==> config.mk <==
export PLATFORM = sky130hd
export DESIGN_NAME = transposer_feeder
export DESIGN_NICKNAME = d
export VERILOG_FILES = /design/src/rtl/transposer_feeder.sv
export SDC_FILE = /design/constraint.sdc
export NUM_CORES = 1
export LEC_CHECK = 0
export ABC_CLOCK_PERIOD_IN_PS = 1550
export CAP_MARGIN = 25
export CORE_AREA = 2 2 104 106
export CTS_BUF_LIST = sky130_fd_sc_hd__clkbuf_4
export CTS_CLUSTER_DIAMETER = 200
export DETAILED_ROUTE_END_ITERATION = 8
export DIE_AREA = 0 0 106 108
export PLACE_DENSITY = 0.66
export SYNTH_ARGS = -nofsm -noshare
export SYNTH_HDL_FRONTEND = slang
export SYNTH_SLANG_ARGS = --single-unit
==> constraint.sdc <==
create_clock -name clk -period 1.55 [get_ports clk]
set_input_delay 0.2325 -clock clk [delete_from_list [all_inputs] [get_ports clk]]
set_output_delay 0.2325 -clock clk [all_outputs]
set_load 0.01 [all_outputs]
==> src/rtl/transposer_feeder.sv <==
// Row sequencer feeding the always-out transposer: passes source rows through, injects
// zero drain rows after a tile-boundary timeout, and emits a LAT-aligned column sideband.
module transposer_feeder #(
  parameter int DIM           = 16,
  parameter int W             = 8,
  parameter int LAT           = 1,
  parameter int DRAIN_TIMEOUT = 8,
  localparam int CW = (DIM > 1) ? $clog2(DIM) : 1,
  localparam int IW = $clog2(DRAIN_TIMEOUT + 1)
) (
  input  logic              clk,
  input  logic              rst,
  input  logic              in_input_0_payload_discriminant,
  input  logic [DIM*W-1:0]  in_input_0_payload_Some_0,
  output logic              in_input_0_resolver_ready,
  output logic              out_output_payload_discriminant,
  output logic [DIM*W-1:0]  out_output_payload_Some_0,
  output logic              out_col_payload_discriminant,
  output logic [CW-1:0]     out_col_payload_Some_0,
  output logic              out_col_last
);

  typedef struct packed {
    logic          valid;
    logic [CW-1:0] idx;
    logic          last;
  } col_t;

  logic [CW-1:0] cnt;
  logic          pending;
  logic          draining;
  logic [IW-1:0] idle;
  col_t          sb_q [LAT];

  logic issue;
  logic cnt_wrap;
  logic timeout_armed;

  // Row path is purely combinational so a full tile stream runs at one row per cycle.
  always_comb begin
    in_input_0_resolver_ready       = !rst && !draining;
    out_output_payload_discriminant = !rst && (draining || in_input_0_payload_discriminant);
    out_output_payload_Some_0       = draining ? '0 : in_input_0_payload_Some_0;
    issue                           = out_output_payload_discriminant;
    cnt_wrap                        = (cnt == CW'(DIM - 1));
    // Only a completed tile sitting idle at a boundary may start a drain.
    timeout_armed = pending && (cnt == '0) && !draining && !in_input_0_payload_discriminant;
  end

  // NOTE: all state here uses non-blocking assignments so every flop samples pre-edge values.
  always_ff @(posedge clk) begin
    if (rst) begin
      cnt      <= '0;
      pending  <= 1'b0;
      draining <= 1'b0;
      idle     <= '0;
      // NOTE: sideband stages are a handful of flops, so they are cleared with the rest of
      // the state; otherwise a reset mid-drain would let stale columns surface afterwards.
      for (int i = 0; i < LAT; i++) sb_q[i] <= '0;
    end else begin
      if (issue && pending) sb_q[0] <= '{valid: 1'b1, idx: cnt, last: cnt_wrap};
      else                  sb_q[0] <= '0;
      for (int i = 1; i < LAT; i++) sb_q[i] <= sb_q[i-1];

      if (issue) begin
        if (cnt_wrap) begin
          cnt      <= '0;
          pending  <= !draining;
          draining <= 1'b0;
        end else begin
          cnt <= cnt + 1'b1;
        end
      end

      if (timeout_armed) begin
        if (idle == IW'(DRAIN_TIMEOUT - 1)) begin
          draining <= 1'b1;
          idle     <= '0;
        end else begin
          idle <= idle + 1'b1;
        end
      end else begin
        idle <= '0;
      end
    end
  end

  always_comb begin
    out_col_payload_discriminant = sb_q[LAT-1].valid;
    out_col_payload_Some_0       = sb_q[LAT-1].idx;
    out_col_last                 = sb_q[LAT-1].last;
  end

endmodule
==> results of run 1 <==
[what timing repair did]
action / CTS / global route
buffers inserted: 0 / 0
gates resized for setup: 145 / 64
endpoints found under the setup margin: 130 / 128
hold endpoints to repair: 0 / 0
[cell type report]
cell class              count  area, um2  area share, %
clock buffers               3       22.5          0.527
repair buffers            277       2570           60.0
inverters                   2       7.51          0.176
well taps                 136        170           3.98
clock inverters             1       3.75         0.0878
flip-flops and latches     16        384           8.98
multi-input cells         179       1120           26.2
[path summary, 6_finish.rpt]
path | from | to | slack [ns] | depth (start not counted)
setup / recovery | draining$_SDFF_PP0_ | out_output_payload_Some_0[82] | -0.001 | 3
hold / removal | idle[0]$_SDFF_PP0_ | idle[0]$_SDFF_PP0_ | 0.47 | 1
setup reg to reg | draining$_SDFF_PP0_ | sb_q[0][0]$_SDFFCE_PP0P_ | 0.18 | 5
hold reg to reg | idle[0]$_SDFF_PP0_ | idle[0]$_SDFF_PP0_ | 0.47 | 1
[placed cells by master, fill, tap and decap left out, types with 4 or more instances in the layout]
master / n
nor2b_2: 4
nand2_1: 5
dfxtp_1: 9
clkbuf_2: 22
nor2_1: 6
and2_1: 5
clkdlybuf4s15_1: 21
conb_1: 6
edfxtp_1: 6
dlygate4sd2_1: 85
nor2b_1: 124
nand3_1: 5
clkdlybuf4s50_1: 136
buf_4: 7
[layer usage]
layer / part of all wire, % / track usage [%] / vias up
met5: 0.19 / 0 / -
met4: 2.6 / 4.32 / 2
met3: 7.7 / 3.74 / 17
met2: 56 / 25.0 / 110
met1: 34 / 14.3 / 1037
li1: - / - / 1171
[flip-flops by register name, indices dropped and copies added (netlist names)]
signal    count
pending       1
idle          4
sb_q          6
cnt           4
draining      1
[cell families after synthesis]
| kind of cell | Yosys count | synth area share, % |
|---|---|---|
| fa+ha+maj | 3 | 2.40 |
| xor+xnor | 2 | 1.12 |
| flops | 16 | 24.3 |
| buf+inv | 18 | 5.68 |
| mux | 1 | 0.641 |
| compound gates | 7 | 2.64 |
| simple gates | 160 | 62.9 |
| other cells | 1 | 0.240 |
[metrics by stage]
stage / setup WS [ns] / hold slack, ns / power [W] / instances
global placement: -0.205 / 0.441 / 0.00140 / 610
global route: -0.0634 / 0.496 / 0.00157 / 614
CTS: -0.0239 / 0.475 / 0.00151 / 614
detailed placement: -0.175 / 0.460 / 0.00141 / 610
floorplan: 0.401 / 0.408 / 0.000704 / 213
finish: -0.00122 / 0.468 / 0.00149 / 614
[report_power, final]
| group | switching [W] | leakage [nW] | internal, W |
|---|---|---|---|
| Clock | 0.000131 | 0.0154 | 0.0000938 |
| Sequential | 0.00000595 | 0.144 | 0.000442 |
| Combinational | 0.000272 | 1.73 | 0.000545 |
[worst max-delay path: cells and delay by family (launching register included)]
| family | cells | cell delay (ns) |
|---|---|---|
| buf+inv | 2 | 0.52 |
| flops | 1 | 0.43 |
| simple gates | 1 | 0.06 |
==> metrics.md, run 1 <==
| Metric | Value |
|---|---|
| Outcome | `complete, but fails checks` |
| Failing checks | `negative setup slack` |
| CP max FO | `28` |
| Vias in the first global route | `2352` |
| CTS root buffer | `clkbuf_4` |
| Post-synthesis register bit count | `16` |
| Final Util | `41.8%` |
| ANT cells | `0` |
| Leak | `1.89 nW` |
| Post-synthesis sequential area ratio | `24.3%` |
| Min Tclk post-route | `1.55 ns` |
| Hold Crit Class | `reg -> reg` |
| Core area | `10200 um2` |
| H-Tree Depth | `1` |
| Vias per cell | `3.81` |
| CP endpoint kind | `output port` |
| Arr. time, crit path | `1.32 ns` |
| Synth top area cells | `nor2b_1 51%, dfxtp_1 13%, edfxtp_1 12%, buf_2 3.5%, ha_1 2.4%` |
| CTS tree | `built` |
| Fraction of registers with async set/reset | `0%` |
| Setup violators final | `1` |
| Achievable Freq | `645 MHz` |
| Slowest stage cell, crit path | `dfxtp_4` |
| Synth warnings | `0` |
| Grt ovf | `0` |
| Clock slew at reported path FFs | `0.09 ns` |
| Detailed Route Iter0 Violations | `41` |
| Maximum vdd drop | `0.246 mV` |
| Die Span Y | `108 um` |
| Wirelength per Cell | `13.4 um` |
| Max Clock Skew | `0.00527 ns` |
| Number of enable flip-flop cells after synthesis | `6` |
| Fin. Hold Viols | `0` |
| Largest net degree at the start of global routing | `35` |
| Worst path cell trace | `buf_8 > nor2b_1 > dlygate4sd2_1` |
| Pwr Density | `348 nW/um2` |
| Synthesized area | `1560 um2` |
| Std-Cell Rows | `37` |
| Setup ws final | `-0.00122 ns` |
| GRT Overall Usage | `13.3%` |
| Crit path largest cell delay | `0.43 ns` |
| Crit path required time | `1.32 ns` |
| Yosys top cell area share | `51.2%` |
| Inserted Clock Buffers | `3` |
| Most frequent cell after synthesis | `nor2b_1` |
| Starting Density | `15.3%` |
| Die Area | `11400 um2` |
| Filler Cell Count | `1045` |
| Startpoint types | `register` |
| Die width | `106 um` |
| Setup TNS | `-0.00122 ns` |
| DP Area | `4430 um2` |
| Dominant cell type by area after synthesis | `nor2b_1` |
| Unrepaired setup endpoints after global routing | `true` |
| Layout cells sized above 1 | `9.83%` |
| Port bufs | `266` |
| Most common flop cell mapped by yosys | `dfxtp_1` |
| Ports | `267` |
| Cells after Synth | `208` |
| CTS Hold Bufs | `0` |
| Synth top cells by count | `128 x nor2b_1, 11 x buf_2, 10 x dfxtp_1, 6 x edfxtp_1, 6 x nor2_1` |
| Sink Count | `16` |
| Vias post-DR | `2337` |
| Avg Inst Size Synth | `7.51 um2` |
| Initial antenna violation count | `1` |
| Area growth syn-to-layout | `174%` |
| Clk Latency, worst-skew pair | `0.29 ns` |
| HPWL Detailed | `7.25 mm` |
| Slew Limit Fails | `0` |
| Fin crit share | `100%` |
| Placer Congestion | `0.750` |
| DR DRC count | `0` |
| Antenna Violating Nets Remaining | `0` |
| DRT Pass-1 Iters | `5` |
| Global-route wire length before repair | `12.1 mm` |
| Clk buf depth | `2` |
| Max cap viols | `0` |
| Nets | `613` |
| Final WL | `8.21 mm` |
| Final instance area | `4280 um2` |
| Cell variety after synth | `31` |
| CP Class | `reg -> out` |
Power figures use the tool's default switching activity.
==> inputs of run 2 (changes only) <==
- HOLD_SLACK_MARGIN: not set -> 0.05
==> results of run 2 <==
No change in the layout: final DEF, timing and power equal those of run 1.
